`config.mk`:
```
export PLATFORM = sky130hd
export DESIGN_NAME = conv_mac_pipe
export DESIGN_NICKNAME = d
export VERILOG_FILES = /design/src/rtl/conv_mac_pipe.sv
export SDC_FILE = /design/constraint.sdc
export NUM_CORES = 1
export LEC_CHECK = 0
export BUFFER_PORTS_ARGS = -buffer_cell sky130_fd_sc_hd__buf_2
export CORE_MARGIN = 4
export CORE_UTILIZATION = 60
export DETAILED_ROUTE_END_ITERATION = 10
export PLACE_DENSITY_LB_ADDON = 0.15
export SYNTH_ARGS = -nofsm -noshare
export SYNTH_HDL_FRONTEND = slang
export SYNTH_SLANG_ARGS = --single-unit
```
`constraint.sdc`:
```
create_clock -name clk -period 6.4 [get_ports clk]
set_clock_uncertainty 0.15 [all_clocks]
set_input_delay 0.64 -clock clk [delete_from_list [all_inputs] [get_ports clk]]
set_output_delay 0.64 -clock clk [all_outputs]
set_load 0.005 [all_outputs]
```
`src/rtl/conv_mac_pipe.sv`:
```
// Pipelined KxK convolution MAC: multiply, adder-tree and post-process stages.
// Valid/ready flow control between the stages; each window's shift_amt and abs_mode travel with it.
module conv_mac_pipe #(
  parameter int IMAGE_WIDTH  = 8,
  parameter int KERNEL_WIDTH = 5,
  parameter int MATRIX_SIZE  = 3,
  parameter int SHIFT_WIDTH  = 4,
  parameter int CNT_WIDTH    = 16
) (
  input  logic                                              clk,
  input  logic                                              rst,
  input  logic                                              in_valid,
  output logic                                              in_ready,
  input  logic [IMAGE_WIDTH*MATRIX_SIZE*MATRIX_SIZE-1:0]    in_matrix,
  input  logic [KERNEL_WIDTH*MATRIX_SIZE*MATRIX_SIZE-1:0]   kernel,
  input  logic [SHIFT_WIDTH-1:0]                            shift_amt,
  input  logic                                              abs_mode,
  output logic                                              out_valid,
  input  logic                                              out_ready,
  output logic [IMAGE_WIDTH-1:0]                            conv_res,
  output logic                                              sat_flag,
  output logic [CNT_WIDTH-1:0]                              out_count
);

  localparam int TAPS      = MATRIX_SIZE * MATRIX_SIZE;
  localparam int MUL_WIDTH = IMAGE_WIDTH + KERNEL_WIDTH + 1;
  localparam int ACC_WIDTH = MUL_WIDTH + $clog2(TAPS);

  logic signed [MUL_WIDTH-1:0] w_prod [TAPS];
  logic signed [MUL_WIDTH-1:0] r_prod [TAPS];
  logic                        r_s1_valid;
  logic [SHIFT_WIDTH-1:0]      r_s1_shift;
  logic                        r_s1_abs;

  logic signed [ACC_WIDTH-1:0] w_sum;
  logic signed [ACC_WIDTH-1:0] r_s2_sum;
  logic                        r_s2_valid;
  logic [SHIFT_WIDTH-1:0]      r_s2_shift;
  logic                        r_s2_abs;

  logic signed [ACC_WIDTH:0]   w_half;
  logic signed [ACC_WIDTH:0]   w_rnd;
  logic signed [ACC_WIDTH:0]   w_shr;
  logic signed [ACC_WIDTH:0]   w_mag;
  logic                        w_sat;
  logic [IMAGE_WIDTH-1:0]      w_res;

  logic                        r_out_valid;
  logic [IMAGE_WIDTH-1:0]      r_conv_res;
  logic                        r_sat_flag;
  logic [CNT_WIDTH-1:0]        r_count;

  logic                        w_s3_ready;
  logic                        w_s2_ready;
  logic                        w_in_ready;

  // A stage may load when it is empty or its current contents move on this cycle.
  assign w_s3_ready = !r_out_valid || out_ready;
  assign w_s2_ready = !r_s2_valid || w_s3_ready;
  assign w_in_ready = !r_s1_valid || w_s2_ready;

  always_comb begin
    for (int i = 0; i < TAPS; i++) begin
      w_prod[i] = $signed(MUL_WIDTH'({1'b0, in_matrix[i*IMAGE_WIDTH +: IMAGE_WIDTH]}))
                * $signed(MUL_WIDTH'($signed(kernel[i*KERNEL_WIDTH +: KERNEL_WIDTH])));
    end
  end

  always_ff @(posedge clk or posedge rst) begin
    if (rst) begin
      r_s1_valid <= 1'b0;
      r_s1_shift <= '0;
      r_s1_abs   <= 1'b0;
      for (int i = 0; i < TAPS; i++) r_prod[i] <= '0;
    end else if (w_in_ready) begin
      r_s1_valid <= in_valid;
      if (in_valid) begin
        r_s1_shift <= shift_amt;
        r_s1_abs   <= abs_mode;
        for (int i = 0; i < TAPS; i++) r_prod[i] <= w_prod[i];
      end
    end
  end

  always_comb begin
    w_sum = '0;
    for (int i = 0; i < TAPS; i++) w_sum = w_sum + ACC_WIDTH'(r_prod[i]);
  end

  always_ff @(posedge clk or posedge rst) begin
    if (rst) begin
      r_s2_valid <= 1'b0;
      r_s2_sum   <= '0;
      r_s2_shift <= '0;
      r_s2_abs   <= 1'b0;
    end else if (w_s2_ready) begin
      r_s2_valid <= r_s1_valid;
      if (r_s1_valid) begin
        r_s2_sum   <= w_sum;
        r_s2_shift <= r_s1_shift;
        r_s2_abs   <= r_s1_abs;
      end
    end
  end

  // Round half up with one guard bit, then resolve sign and clamp to the pixel range.
  always_comb begin
    if (r_s2_shift != '0) begin
      w_half = $signed((ACC_WIDTH+1)'(1'b1) << (r_s2_shift - SHIFT_WIDTH'(1'b1)));
    end else begin
      w_half = '0;
    end
    w_rnd = $signed((ACC_WIDTH+1)'(r_s2_sum)) + w_half;
    w_shr = w_rnd >>> r_s2_shift;
    if (w_shr[ACC_WIDTH]) begin
      w_mag = r_s2_abs ? -w_shr : '0;
    end else begin
      w_mag = w_shr;
    end
    w_sat = |w_mag[ACC_WIDTH:IMAGE_WIDTH];
    w_res = w_sat ? '1 : w_mag[IMAGE_WIDTH-1:0];
  end

  always_ff @(posedge clk or posedge rst) begin
    if (rst) begin
      r_out_valid <= 1'b0;
      r_conv_res  <= '0;
      r_sat_flag  <= 1'b0;
    end else if (w_s3_ready) begin
      r_out_valid <= r_s2_valid;
      if (r_s2_valid) begin
        r_conv_res <= w_res;
        r_sat_flag <= w_sat;
      end
    end
  end

  always_ff @(posedge clk or posedge rst) begin
    if (rst) begin
      r_count <= '0;
    end else if (r_out_valid && out_ready) begin
      r_count <= r_count + CNT_WIDTH'(1'b1);
    end
  end

  assign in_ready  = w_in_ready;
  assign out_valid = r_out_valid;
  assign conv_res  = r_conv_res;
  assign sat_flag  = r_sat_flag;
  assign out_count = r_count;

endmodule

```
Word-level counts from Yosys, hierarchy flattened. Index checks and enable logic that the tools add are counted.

Multipliers: 9. Mux-type cells: 4. Shifts and indexed selects: 2. Reductions and logical operators: 12. Add/sub/neg operators: 12.

Operator list (number): multiplier 9 x 5 -> 14 bit (9); adder 18 x 14 -> 18 bit (4); 2-to-1 mux 19 bit (3); adder 18 x 19 -> 19 bit (1); negator 19 bit (1); left shift 1 x 4 -> 19 bit, first input constant (1); >>> shifter 19 x 4 -> 19 bit (1); adder 17 x 14 -> 18 bit (1); adder 16 x 14 -> 17 bit (1); adder 15 x 14 -> 16 bit (1); adder 16 x 1 -> 16 bit, second input constant (1); adder 14 x 14 -> 15 bit (1); OR reduction 11 bit (1); 2-to-1 mux 8 bit (1); AND reduction 2 bit (3); nonzero test 4 bit (1); subtractor 4 x 1 -> 4 bit, second input constant (1); zero test 1 bit (3); logical OR 1 bit (3); logical AND 1 bit (1).

Flip-flop bits (word level): 182. Word-level logic and storage cells: 59. Bits of input ports: 126. Output and inout port bits: 27.

Depth between registers and ports, before layout.
Word-level depth: 10. Mapped depth: 25. Depth with buffers taken out: 25.

Least setup slack after synthesis. No wires, ideal clock.

Kind: register to register. Start: register r_s2_shift[1]. End: register r_conv_res[1], in the netlist conv_res[1]. Data required time: 6.126 ns. Buffers on the path: 4. Cell stages (with the launch flop): 23. Arrival time: 4.951 ns. Library setup time: 0.124 ns. Path slack: 1.175 ns. Clock period less this slack: 5.225 ns. Cell sequence: dfrtp_1 > clkinv_1 > clkbuf_1 > nand2_1 > clkbuf_1 > nor2_1 > ha_1 > clkbuf_1 > o21a_1 > o21ai_0 > a211oi_1 > a311oi_1 > a2bb2oi_1 > o2111ai_1 > a31oi_1 > a2bb2oi_1 > a211o_1 > buf_4 > nor4_2 > and4_1 > a2111oi_4 > a31oi_2 > a211o_1.

Word-level cells in the longest chain between the ends: 10. Elaborated cells between the ends (all ways): 11. Those cells by class: add/sub: 3; shift: 2; mux: 4; reduce/logical: 2.

RTL lines: start: declaration (RTL line 38) `logic [SHIFT_WIDTH-1:0] r_s2_shift;`; start signal: assignment (RTL line 100) `r_s2_shift <= r_s1_shift;`; subtractor 4 x 1 -> 4 bit (RTL line 109) `w_half = $signed((ACC_WIDTH+1)'(1'b1) << (r_s2_shift - SHIFT_WIDTH'(1'b1)));`; left shift 1 x 4 -> 19 bit (RTL line 109); 2-to-1 mux 19 bit (RTL line 108) `if (r_s2_shift != '0) begin`; adder 18 x 19 -> 19 bit (RTL line 113) `w_rnd = $signed((ACC_WIDTH+1)'(r_s2_sum)) + w_half;`; >>> shifter 19 x 4 -> 19 bit (*) (RTL line 114) `w_shr = w_rnd >>> r_s2_shift;`; negator 19 bit (RTL line 116) `w_mag = r_s2_abs ? -w_shr : '0;`; 2-to-1 mux 19 bit (RTL line 116); 2-to-1 mux 19 bit (*) (RTL line 115) `if (w_shr[ACC_WIDTH]) begin`; OR reduction 11 bit (RTL line 120) `w_sat = |w_mag[ACC_WIDTH:IMAGE_WIDTH];`; 2-to-1 mux 8 bit (*) (RTL line 121) `w_res = w_sat ? '1 : w_mag[IMAGE_WIDTH-1:0];`; end signal: assignment (RTL line 132) `r_conv_res <= w_res;`; end: declaration (RTL line 49) `logic [IMAGE_WIDTH-1:0] r_conv_res;`.

Mark *: on every way between the ends. The rest lies on a longest branch, timed or not. A chain may end at the register's enable or synchronous reset.

Final worst setup path.
Start: register r_s2_shift[0]. End: register r_conv_res[6], in the netlist conv_res[6].

The elaborated chain is that of the path after synthesis.

==> impl_metrics.json <==
{
  "setup_tns_ns": 0,
  "start_util": 0.6060,
  "startpoint_type": "register",
  "clockBufferDepth": 2,
  "setup.worst_path.class": "reg -> reg",
  "ys_seq_elements": 182,
  "fmax_mhz": 167.3,
  "startpoint": "r_s2_shift[0]",
  "synth.distinct_cells": 83,
  "crit_top_cell": "nor2_1",
  "fin_ws_ns": 0.4224,
  "cts_tree": "done",
  "die_area_um2": 43300,
  "drive_above_1_share": 0.1139,
  "rsz0062_at_grt": "false",
  "r2r_cells": 19,
  "layout.nets": 3484,
  "seq_area_frac_synth": 0.1896,
  "pin_count": 153,
  "r2r_start": "r_s2_shift[0]",
  "clockRootBuffer": "clkbuf_16",
  "worstMarginPinSlew_ns": 1.031,
  "die_x_um": 208.1,
  "dp_hpwl_um": 47830,
  "reg2reg_slack_ns": 0.42,
  "clock_latency_ns": 0.45,
  "grt_max_degree": 231,
  "overflow": 0,
  "htree_num_levels": 4,
  "grt_pass1_wl_um": 96280,
  "syn_area_per_cell_um2": 9.093,
  "pre_cts_slack_ns": 0.6433,
  "wire_per_inst_um": 17.03,
  "cts_setup_buffers": 0,
  "cp_cell_sequence": "buf_4, nand2_1, nor2_1, ha_1, a21oi_2, o21a_1, nor2_1, nor4_1, nor2_1, mux4_2, o21ai_2, a21oi_2, or3_1, nor4_4, mux2i_1, nor4_2, a31oi_2, buf_4, a211o_1",
  "crit_path_end_kind": "register",
  "critPathMaxFanout": 19,
  "cpPeakStageDelay_ns": 0.57,
  "first_global_vias": 19500,
  "synth-main-ff-cell": "dfrtp_1",
  "syn_inst": 2642,
  "globalplace.congestion": 0.9711,
  "core_area_um2": 39640,
  "status": "completed",
  "cp-endpoint": "conv_res[6]",
  "cp.depth": 19,
  "viasPerCell": 5.607,
  "cp_num_buf_inv": 2,
  "critical_path.slowest_cell": "mux4_2",
  "io_buffers": 152,
  "fin_crit_ns": 5.978,
  "critPathRequiredTime_ns": 6.58,
  "route.detailed.drc": 0,
  "wirelength_um": 56810,
  "syn_area_um2": 24020,
  "synth_nets": 3329,
  "crit_arrival_ns": 6.15,
  "cts_resized": 0,
  "synth_edf_count": 0,
  "drt-initial-drc-count": 1080,
  "fin_crit_sh": 0.9340,
  "clk_pin_slew_worst_paths_ns": 0.09,
  "ant_nets": 0,
  "first_pass_iters": 5,
  "hold_viol": 0,
  "via_count": 18700,
  "r2r-end": "conv_res[6]",
  "yosysWarnings": 0,
  "hold_class": "in -> async",
  "finalMaxSlewViolations": 0,
  "fp.dieH_um": 208.1,
  "slew_headroom": 0.3128,
  "cap_violations": 0,
  "synthArstFlopShare": 1.000,
  "antenna_found_initial": 3,
  "finalSetupViolCount": 0,
  "area_growth_syn_to_layout_pct": 8.885,
  "fp-row-count": 73,
  "cts_buffers": 17,
  "cp_top_family": "simple AND/OR/NAND/NOR gates",
  "clock-sinks": 182,
  "grtUsageTotal": 0.2691,
  "ctsHoldBuffers": 0
}
[placed cells by master (no fill, tap or decap), drive strengths merged, types with 5 or more instances in the layout]
master   count
nor2b        8
nor4        10
a221oi       6
nand4       13
and3         8
buf        204
a211o        5
a2111oi      5
or3          6
nand2b      58
nand2      305
a31oi       13
fa         273
and2       173
clkinv       8
and4         8
a31o         5
inv        426
mux2i        5
o21a         6
a21o        31
o211a        5
a211oi      20
nor2        94
clkbuf      18
a21oi      126
mux2        44
o21bai      62
nand3       24
dfrtp      182
o21ai      143
o31ai       14
ha         288
xor2        38
nor3        27
o211ai      13
xnor2       75
[through the flow]
| stage | instances | area, um^2 | utilization | hold slack [ns] |
|---|---|---|---|---|
| finish | 3336 | 26160 | 0.6599 | 0.1930 |
| global route | 3335 | 26160 | 0.6598 | 0.2618 |
| CTS | 3335 | 26150 | 0.6596 | 0.2488 |
| detailed placement | 3303 | 25560 | 0.6449 | 0.3077 |
| global placement | 3303 | 25560 | 0.6449 | 0.3076 |
| floorplan | 2642 | 24020 | - | 0.3051 |
[cell families after synthesis]
| kind of cell | Yosys count | share of synthesized area |
|---|---|---|
| compound gates | 499 | 0.1353 |
| xor+xnor | 113 | 0.04120 |
| fa+ha+maj | 561 | 0.3775 |
| buf+inv | 488 | 0.07781 |
| flops | 182 | 0.1896 |
| mux | 51 | 0.02458 |
| other cells | 1 | 0.0001561 |
| simple gates | 747 | 0.1539 |
[worst register-to-register path: cells and delay by family, from the launching register on]
| kind | cells | cell delay, ns |
|---|---|---|
| AND/OR/NAND/NOR | 8 | 2.42 |
| adder cells (fa/ha/maj) | 1 | 0.37 |
| buffers and inverters | 2 | 0.51 |
| flip-flops | 1 | 0.56 |
| AO/OA/AOI/OAI | 6 | 1.14 |
| multiplexers | 2 | 0.70 |
[cell usage after synthesis (12+ instances only)]
master / number / share of area
a211oi_1: 16 / 0.0050
a21o_1: 31 / 0.0097
a21oi_1: 119 / 0.025
a31oi_1: 12 / 0.0031
and2_1: 172 / 0.045
clkbuf_1: 50 / 0.0078
dfrtp_1: 182 / 0.19
fa_1: 273 / 0.23
ha_1: 288 / 0.15
inv_1: 418 / 0.065
mux2_2: 44 / 0.021
nand2_1: 305 / 0.048
nand2b_1: 58 / 0.015
nand3_1: 24 / 0.0050
nand4_1: 13 / 0.0034
nor2_1: 94 / 0.015
nor3_1: 27 / 0.0056
o211ai_1: 13 / 0.0041
o21ai_0: 141 / 0.029
o21bai_1: 62 / 0.019
o31ai_1: 14 / 0.0044
xnor2_1: 75 / 0.027
xor2_1: 38 / 0.014
[layer usage]
| layer | GRT usage | vias to the layer above | share of wire |
|---|---|---|---|
| li1 | - | 8991 | - |
| met1 | 0.3580 | 9183 | 0.43 |
| met2 | 0.4605 | 425 | 0.49 |
| met3 | 0.04297 | 103 | 0.048 |
| met4 | 0.07610 | 2 | 0.028 |
| met5 | 0 | - | 0.00012 |
[sequential cells by signal (all words and copies together), names as in the netlist, 4 cells and up]
name	flops
out_count	16
r_prod	126
r_s2_sum	18
conv_res	8
r_s1_shift	4
r_s2_shift	4
[worst min-delay path by stage]
stage,cells after the start,endpoint
floorplan,2,r_s2_sum[10]
global placement,1,out_count[15]
detailed placement,1,out_count[15]
CTS,2,r_prod[88]
global route,2,r_s1_valid
finish,2,r_prod[88]
[cell type report]
| cell class | instances | area [um^2] |
|---|---|---|
| flip-flops and latches | 182 | 4554 |
| repair buffers | 204 | 1164 |
| diodes | 1 | 2.502 |
| clock inverters | 14 | 155.1 |
| well taps | 525 | 656.9 |
| clock buffers | 18 | 429.2 |
| multi-input cells | 1972 | 17610 |
| fillers | 3321 | 13480 |
| inverters | 420 | 1582 |
Power is left out: the tool's default activity adds up to more than one toggle a clock period on the data nets, which glitch-free logic cannot reach.
